===== src/rtl/rot_coef_gen.sv =====
// rot_coef_gen: rotation coefficient generator for the pixel-rotation datapath.
// Latches a degree code and mode on each task pulse from the capture/rotate
// controller and produces signed Q2.(CW-2) cos/sin coefficients.
//   i_clk, i_rst_n  clock, async active-low reset
//   i_newtask       one-cycle task pulse
//   i_deg           angle code, 64 steps per turn
//   i_mode          display mode, 0 = no rotation
//   o_busy          combinational busy back to the controller
//   o_cos, o_sin    registered coefficients
//   o_mode          mode associated with the current coefficients
//   o_valid         one-cycle pulse when the coefficients update
// Build option: define ROT_COEF_LUT_EN to replace the iterative CORDIC with a
// 17-entry quarter-wave sine ROM (fixed 3-cycle latency).
module rot_coef_gen #(
    parameter int unsigned ITER = 14,
    parameter int unsigned CW   = 16
) (
    input  logic                 i_clk,
    input  logic                 i_rst_n,
    input  logic                 i_newtask,
    input  logic [5:0]           i_deg,
    input  logic [2:0]           i_mode,
    output logic                 o_busy,
    output logic signed [CW-1:0] o_cos,
    output logic signed [CW-1:0] o_sin,
    output logic [2:0]           o_mode,
    output logic                 o_valid
);
    // two guard bits so CORDIC overshoot above 1.0 never wraps before saturation
    localparam int unsigned IW = CW + 2;

    localparam logic [1:0] S_IDLE = 2'd0;
    localparam logic [1:0] S_ITER = 2'd1;
    localparam logic [1:0] S_FIX  = 2'd2;
    localparam logic [1:0] S_DONE = 2'd3;

    localparam logic signed [IW-1:0] ONE = IW'(1) <<< (CW - 2);

    logic [1:0]           state_r, state_nx;
    logic                 busy_r;
    logic [2:0]           mode_r;
    logic [1:0]           quad_r;
    logic signed [IW-1:0] x_r, y_r;
    logic signed [IW-1:0] map_x, map_y;
    logic signed [CW-1:0] cos_r, sin_r;

`ifdef ROT_COEF_LUT_EN
    localparam int unsigned SH_L = (CW >= 16) ? CW - 16 : 0;
    localparam int unsigned SH_R = (CW >= 16) ? 0 : 16 - CW;

    // round(sin(k * 5.625 deg) * 16384), k = 0..16
    function automatic logic [14:0] sin_rom(input logic [4:0] k);
        case (k)
            5'd0:    return 15'd0;
            5'd1:    return 15'd1606;
            5'd2:    return 15'd3196;
            5'd3:    return 15'd4756;
            5'd4:    return 15'd6270;
            5'd5:    return 15'd7723;
            5'd6:    return 15'd9102;
            5'd7:    return 15'd10394;
            5'd8:    return 15'd11585;
            5'd9:    return 15'd12665;
            5'd10:   return 15'd13623;
            5'd11:   return 15'd14449;
            5'd12:   return 15'd15137;
            5'd13:   return 15'd15679;
            5'd14:   return 15'd16069;
            5'd15:   return 15'd16305;
            5'd16:   return 15'd16384;
            default: return 15'd0;
        endcase
    endfunction

    // ROM is Q2.14; rescale to the configured coefficient width
    function automatic logic signed [IW-1:0] rom_scale(input logic [14:0] v);
        return (IW'(v) <<< SH_L) >>> SH_R;
    endfunction
`else
    localparam int unsigned ZW = 18;
    // CORDIC gain compensation 0.607253 in Q2.(CW-2)
    localparam logic [63:0]          K_WIDE = (64'd39797 << (CW - 2)) >> 16;
    localparam logic signed [IW-1:0] K_INIT = IW'(K_WIDE);

    // round(atan(2^-i) * 65536 / (2*pi))
    function automatic logic signed [ZW-1:0] atan_lut(input logic [3:0] i);
        case (i)
            4'd0:    return 18'sd8192;
            4'd1:    return 18'sd4836;
            4'd2:    return 18'sd2555;
            4'd3:    return 18'sd1297;
            4'd4:    return 18'sd651;
            4'd5:    return 18'sd326;
            4'd6:    return 18'sd163;
            4'd7:    return 18'sd81;
            4'd8:    return 18'sd41;
            4'd9:    return 18'sd20;
            4'd10:   return 18'sd10;
            4'd11:   return 18'sd5;
            4'd12:   return 18'sd3;
            4'd13:   return 18'sd1;
            4'd14:   return 18'sd1;
            default: return 18'sd0;
        endcase
    endfunction

    logic signed [ZW-1:0] z_r;
    logic [3:0]           iter_r;
    logic                 iter_last;
    logic                 z_pos;
    logic signed [IW-1:0] x_sh, y_sh;
    logic signed [IW-1:0] x_nx, y_nx;
    logic signed [ZW-1:0] z_nx;
    logic [13:0]          residual;

    // residual angle within the quadrant: low 14 bits of {deg, 10'b0}
    assign residual  = {i_deg[3:0], 10'b0};
    assign iter_last = (iter_r == 4'(ITER - 1));

    // one micro-rotation
    always_comb begin
        z_pos = ~z_r[ZW-1];
        x_sh  = x_r >>> iter_r;
        y_sh  = y_r >>> iter_r;
        x_nx  = z_pos ? (x_r - y_sh) : (x_r + y_sh);
        y_nx  = z_pos ? (y_r + x_sh) : (y_r - x_sh);
        z_nx  = z_pos ? (z_r - atan_lut(iter_r)) : (z_r + atan_lut(iter_r));
    end
`endif

    function automatic logic signed [CW-1:0] sat(input logic signed [IW-1:0] v);
        if (v > ONE)
            return CW'(ONE);
        else if (v < -ONE)
            return CW'(-ONE);
        else
            return CW'(v);
    endfunction

    // controller samples busy in the same cycle it raises newtask
    assign o_busy = i_newtask | busy_r;

    // quadrant mapping of the first-quadrant result
    always_comb begin
        map_x = x_r;
        map_y = y_r;
        case (quad_r)
            2'd1:    begin map_x = -y_r; map_y = x_r;  end
            2'd2:    begin map_x = -x_r; map_y = -y_r; end
            2'd3:    begin map_x = y_r;  map_y = -x_r; end
            default: ;
        endcase
    end

    // state register
    always_ff @(posedge i_clk or negedge i_rst_n) begin
        if (!i_rst_n)
            state_r <= S_IDLE;
        else
            state_r <= state_nx;
    end

    // next-state logic; new tasks are only accepted in IDLE
    always_comb begin
        state_nx = state_r;
        case (state_r)
            S_IDLE: begin
                if (i_newtask) begin
`ifdef ROT_COEF_LUT_EN
                    state_nx = S_FIX;
`else
                    state_nx = (i_mode == 3'd0) ? S_DONE : S_ITER;
`endif
                end
            end
`ifndef ROT_COEF_LUT_EN
            S_ITER:  if (iter_last) state_nx = S_FIX;
`endif
            S_FIX:   state_nx = S_DONE;
            S_DONE:  state_nx = S_IDLE;
            default: state_nx = S_IDLE;
        endcase
    end

    // datapath and output registers
    always_ff @(posedge i_clk or negedge i_rst_n) begin
        if (!i_rst_n) begin
            busy_r  <= 1'b0;
            mode_r  <= 3'd0;
            quad_r  <= 2'd0;
            x_r     <= '0;
            y_r     <= '0;
            cos_r   <= CW'(ONE);
            sin_r   <= '0;
            o_cos   <= CW'(ONE);
            o_sin   <= '0;
            o_mode  <= 3'd0;
            o_valid <= 1'b0;
`ifndef ROT_COEF_LUT_EN
            z_r     <= '0;
            iter_r  <= '0;
`endif
        end else begin
            o_valid <= 1'b0;
            case (state_r)
                S_IDLE: begin
                    if (i_newtask) begin
                        busy_r <= 1'b1;
                        mode_r <= i_mode;
                        quad_r <= i_deg[5:4];
`ifdef ROT_COEF_LUT_EN
                        if (i_mode == 3'd0) begin
                            x_r    <= ONE;
                            y_r    <= '0;
                            quad_r <= 2'd0;
                        end else begin
                            x_r <= rom_scale(sin_rom(5'd16 - {1'b0, i_deg[3:0]}));
                            y_r <= rom_scale(sin_rom({1'b0, i_deg[3:0]}));
                        end
`else
                        cos_r  <= CW'(ONE);
                        sin_r  <= '0;
                        x_r    <= K_INIT;
                        y_r    <= '0;
                        z_r    <= ZW'(residual);
                        iter_r <= '0;
`endif
                    end
                end
`ifndef ROT_COEF_LUT_EN
                S_ITER: begin
                    x_r    <= x_nx;
                    y_r    <= y_nx;
                    z_r    <= z_nx;
                    iter_r <= iter_r + 4'd1;
                end
`endif
                S_FIX: begin
                    cos_r <= sat(map_x);
                    sin_r <= sat(map_y);
                end
                S_DONE: begin
                    o_cos   <= cos_r;
                    o_sin   <= sin_r;
                    o_mode  <= mode_r;
                    o_valid <= 1'b1;
                    busy_r  <= 1'b0;
                end
                default: ;
            endcase
        end
    end
endmodule


===== config.mk =====
export PLATFORM = sky130hd
export DESIGN_NAME = rot_coef_gen
export DESIGN_NICKNAME = d
export VERILOG_FILES = /design/src/rtl/rot_coef_gen.sv
export SDC_FILE = /design/constraint.sdc
export NUM_CORES = 1
export LEC_CHECK = 0
export CORE_UTILIZATION = 55
export CTS_CLUSTER_DIAMETER = 50
export DETAILED_ROUTE_END_ITERATION = 16
export PLACE_DENSITY = 0.73
export SLEW_MARGIN = 20
export SYNTH_ARGS = -nofsm -noshare
export SYNTH_HDL_FRONTEND = slang
export SYNTH_SLANG_ARGS = --single-unit

===== constraint.sdc =====
create_clock -name i_clk -period 15.8 [get_ports i_clk]
set_input_delay 1.58 -clock i_clk [delete_from_list [all_inputs] [get_ports i_clk]]
set_output_delay 1.58 -clock i_clk [all_outputs]
set_load 0.05 [all_outputs]

Word level (Yosys, flattened, before mapping)
Memory sizes are Yosys's and may differ from the RTL's.
Index checks and enable logic that the tools add are counted.
W data, S select, Z words.
{"block": "classes", "add_sub_neg": 9, "multipliers": 0, "n_div": 0, "magnitude_cmp": 4, "n_eq_ne": 9, "n_shift": 2, "mux": 28, "bitwise_logic": 1, "n_reduce_logical": 10}
{"cell": "$mux W18", "n": 6}
{"cell": "$pmux W18 S2", "n": 3}
{"cell": "$pmux W18 S3", "n": 2}
{"cell": "$mux W16", "n": 6}
{"cell": "$pmux W16 S2", "n": 2}
{"cell": "$add A18 B18 Y18", "n": 3}
{"cell": "$sub A18 B18 Y18", "n": 3}
{"cell": "$gt A18 B16 Y1 const B", "n": 2}
{"cell": "$lt A18 B15 Y1 const B", "n": 2}
{"cell": "$neg A18 Y18", "n": 2}
{"cell": "$sshr A18 B4 Y18", "n": 2}
{"cell": "$reduce_and A2 Y1", "n": 5}
{"cell": "$eq A2 B2 Y1 const B", "n": 4}
{"cell": "$pmux W2 S4", "n": 1}
{"cell": "$pmux W4 S2", "n": 1}
{"cell": "$mux W2", "n": 3}
{"cell": "$reduce_bool A2 Y1", "n": 3}
{"cell": "$add A4 B1 Y4 const B", "n": 1}
{"cell": "$eq A2 B1 Y1 const B", "n": 2}
{"cell": "$eq A4 B4 Y1 const B", "n": 1}
{"cell": "$mux W4", "n": 1}
{"cell": "$ne A2 B2 Y1 const B", "n": 2}
{"cell": "$logic_not A3 Y1", "n": 1}
{"cell": "$logic_not A2 Y1", "n": 1}
{"cell": "3 further kinds", "n": 4}
{"block": "totals", "register_bits": 134, "latch_bits": 0, "ram_bits": 0, "romBits": 448, "in_bits": 12, "out_inout_bits": 37, "memories": 2}
{"memory": "(no name shown)", "depth": 16, "word_bits": 14, "rd": 1, "rd_ports_with_merged_regs": 0, "write_ports": 0, "line": "87", "rtl": "case (i)"}
{"memory": "(no name shown)", "depth": 16, "word_bits": 14, "rd": 1, "rd_ports_with_merged_regs": 0, "write_ports": 0, "line": "87"}

Logic depth before layout (Yosys ltp)
{"block": "depth", "word_depth": 6, "mapped_depth": 26}

Worst setup path before layout
OpenSTA, ideal clock, no wires.
{"block": "synth_timing", "path_kind": "register to register", "from": "register iter_r[0]", "to": "register z_r[17]", "arrival_ps": 4939, "t_required_ps": 15722, "slack_ps": 10784, "path_stages_with_launch": 21, "period_less_slack_ps": 5016, "cell_sequence": "dfrtp_1 buf_6 buf_6 buf_2 clkinv_1 ha_1 mux4_2 and3_1 and3_1 or2_2 xnor2_1 ha_1 and4_1 and2_1 a2111oi_0 o21ai_0 o211ai_1 o211a_1 o21ai_0 o21ai_0 o2bb2ai_1"}
{"block": "synth_between", "elab_chain_len": 4, "elab_cells_between_ends": 6}
{"element": "from (decl)", "line": "108", "rtl": "logic [3:0] iter_r;"}
{"element": "from (signal assigned)", "line": "235", "rtl": "iter_r <= iter_r + 4'd1;"}
{"element": "$mem_v2 Z16 W14"}
{"element": "$sub A18 B18 Y18 or $add A18 B18 Y18 (tied branches)", "line": "127", "rtl": "z_nx = z_pos ? (z_r - atan_lut(iter_r)) : (z_r + atan_lut(iter_r));"}
{"element": "$mux W18 *", "line": "127"}
{"element": "$pmux W18 S2 *", "line": "205", "rtl": "case (state_r)"}
{"element": "to (signal assigned)", "line": "225", "rtl": "z_r <= ZW'(residual);"}
{"element": "to (signal assigned)", "line": "234", "rtl": "z_r <= z_nx;"}
{"element": "to (decl)", "line": "107", "rtl": "logic signed [ZW-1:0] z_r;"}
Every way passes the cells marked *; elsewhere a longest branch is shown, timed or not.
A chain may end at the register's enable or synchronous reset.

Worst setup path in the final report
Same ends and word-level chain as after synthesis.

==> reports/metrics.yaml <==
path_class: "register to register"
yosys_warnings: 0
cts_root_buf: "clkbuf_16"
synthToLayoutAreaGrowth_pct: 9.35
die-area_sq_mm: 0.0223
crit_chain: "buf_4 > clkinv_1 > ha_1 > nor2b_1 > a21oi_1 > a2bb2oi_1 > and3_1 > a31oi_1 > nor2_1 > xnor2_1 > ha_1 > and4_1 > and2_1 > a2111oi_0 > o21ai_0 > o211ai_1 > o211a_1 > o21ai_0 > o21ai_0 > o2bb2ai_1"
slew_headroom: 0.366
wl_per_cell_microns: 19.5
synth_most_common_cell: "dfrtp_1"
clock-sinks: 134
drc: 0
cp_common_cell: "o21ai_0"
dp_hpwl_microns: 21600
vias: 10300
drtAntennaViolNets: 0
seq_area_sq_mm: 0.00336
timing.reg2reg.setup_slack_ns: 9.98
grt_pass1_vias: 9700
run_status: "finished clean"
finalSetupTns_ns: 0
drtIter0Drc: 871
avgViaCountPerCell: 6.45
hold_path.class: "register to register"
gp_congestion: 0.934
portBuffers: 48
min_period_over_period: 0.368
cpPeakStageDelay_ns: 0.59
required_ns: 16.16
place_area_sq_mm: 0.0125
grt_max_degree: 70
synth-seq-cells: 134
initial_core_util: 0.565
synth_edf_count: 0
critPathLaunchType: "register"
antenna_cells: 0
first_pass_iters: 6
synth_top_cell_area_share: 0.276
avgSynthCellArea_sq_um: 9.07
hold_viol_final: 0
syn_inst: 1318
synth_commonest_cells: "dfrtp_1 (132), nand2_1 (108), nor2_1 (101), o21ai_0 (85), a21oi_1 (83)"
ctsResizeCount: 0
cp_slowest_cell: "a2111oi_0"
fillers: 1800
synth_cell_types: 82
routed_wl_microns: 30900
drive_above_1_share: 0.126
synthTopCellsByArea: "dfrtp_1 (28%), mux4_2 (9.2%), ha_1 (7.1%), xnor2_1 (5.4%), mux2_2 (4.4%)"
multi_input_area_sq_mm: 0.00799
clkTransAtPathRegs_ns: 0.07
max-clock-path-buffers: 2
cp_max_fo: 49
grt_pass1_wl_microns: 50000
critPathCaptureType: "register"
synth_nets: 1401
insertion_delay_ns: 0.44
cts_hold_buf: 0
io_pins: 49
gr-total-overflow: 0
grtUsageTotal: 0.287
wl_met2_microns: 14700
antenna_found_initial: 0
fin_skew_ns: 0.00857
die_h_microns: 149
slew_violations: 0
tightestPinTransition_ns: 0.950
reg2regPathDepth: 20
reg2reg_from: "iter_r[0]$_DFFE_PN0P_"
crit_path_end: "z_r[17]$_DFFE_PN0P_"
wl_met3_microns: 2390
final_cell_area_sq_mm: 0.0131
cts_tree: "yes"
cts_made_buffers: 17
top_layer_used: "met4"
final_nets: 1384
wl_met1_microns: 12800
rows: 53
async_flop_share: 1.00
layout_min_cycle_time_ns: 5.82
chipWidth_microns: 149
cp-startpoint: "iter_r[0]$_DFFE_PN0P_"
coreArea_sq_mm: 0.0212
syn-cell-area_sq_mm: 0.0120
yosysTopAreaCell: "dfrtp_1"
fmax_ghz: 0.172
synth-main-ff-cell: "dfrtp_1"
maxCapViolCount: 0
setup_violations: 0
htree_levels: 4
rr_endpoint: "z_r[17]$_DFFE_PN0P_"
cp.arrival_ns: 6.18
rsz0062_at_grt: "false"
post_cts_buffers: 0
ys_seq_area_frac: 0.281
metal layers:
metal	GRT usage	vias up
met5	0	-
met4	0.118	0
met3	0.0473	84
met2	0.471	454
met1	0.375	4944
li1	-	4770
layout make-up:
type,count,share of cell area
clock inverters,15,0.0121
multi-input cells,1030,0.611
clock buffers,17,0.0325
well taps,275,0.0263
inverters,55,0.0158
repair buffers,63,0.0454
flip-flops and latches,134,0.257
logic make-up (layout without fill, tap and decap cells):
logic type,count (synthesis),after routing,synth area share
and+or+nand+nor,353,353,0.141
DFF,134,134,0.281
adders and majority gates,71,71,0.0762
buffers and inverters,154,150,0.0528
AOI/OAI and AO/OA,345,345,0.187
xor gates and xnor gates,120,120,0.0890
muxes,141,141,0.174
critical path: cells and delay by family, from the launching register on:
family	cells	cell delay (ns)
buffers and inverters	2	1.14
AND/OR/NAND/NOR	5	1.08
AO/OA/AOI/OAI	10	2.30
XOR/XNOR	1	0.12
flip-flops	1	0.34
adder cells (fa/ha/maj)	2	0.74
how the worst min path moves through the flow:
stage,from,end,slack (ns),cells after the start
global placement,sin_r[14]$_DFFE_PN0P_,sin_r[14]$_DFFE_PN0P_,0.45,2
detailed placement,sin_r[14]$_DFFE_PN0P_,sin_r[14]$_DFFE_PN0P_,0.45,2
CTS,sin_r[14]$_DFFE_PN0P_,sin_r[14]$_DFFE_PN0P_,0.47,2
floorplan,sin_r[14]$_DFFE_PN0P_,sin_r[14]$_DFFE_PN0P_,0.43,2
finish,sin_r[14]$_DFFE_PN0P_,sin_r[14]$_DFFE_PN0P_,0.46,2
global route,cos_r[14]$_DFFE_PN1P_,cos_r[14]$_DFFE_PN1P_,0.51,2
flip-flops by register name (all words and copies together), names as in the netlist:
register and cells:
o_mode 3, o_cos 16, busy_r 1, o_valid 1, x_r 18, state_r 2
z_r 18, o_sin 16, quad_r 2, y_r 18, mode_r 3, sin_r 16
cos_r 16, iter_r 4
stage by stage:
stage | worst slack (ns) | hold WS, ns | cells | utilization
2_1_floorplan | 10.78 | 0.433 | 1318 | -
3_3_place_gp | 10.01 | 0.445 | 1557 | 0.591
5_1_grt | 9.48 | 0.511 | 1589 | 0.618
4_1_cts | 9.88 | 0.466 | 1589 | 0.618
3_5_place_dp | 9.90 | 0.452 | 1557 | 0.591
6_report | 9.98 | 0.460 | 1589 | 0.618
cells in the final DEF (no fill, tap or decap), types with 17 or more instances in the layout:
master           count
dfrtp_1            129
nand2_1            108
nor2_1             101
o21ai_0             85
a21oi_1             83
xnor2_1             74
ha_1                68
inv_1               52
mux4_2              49
mux2_2              47
clkdlybuf4s50_1     47
xor2_1              45
mux2i_1             44
nor3_1              33
a22o_1              30
a31oi_1             18
clkbuf_16           17
Power is left out: the tool's default activity adds up to more than one toggle a clock period on the data nets, which glitch-free logic cannot reach.
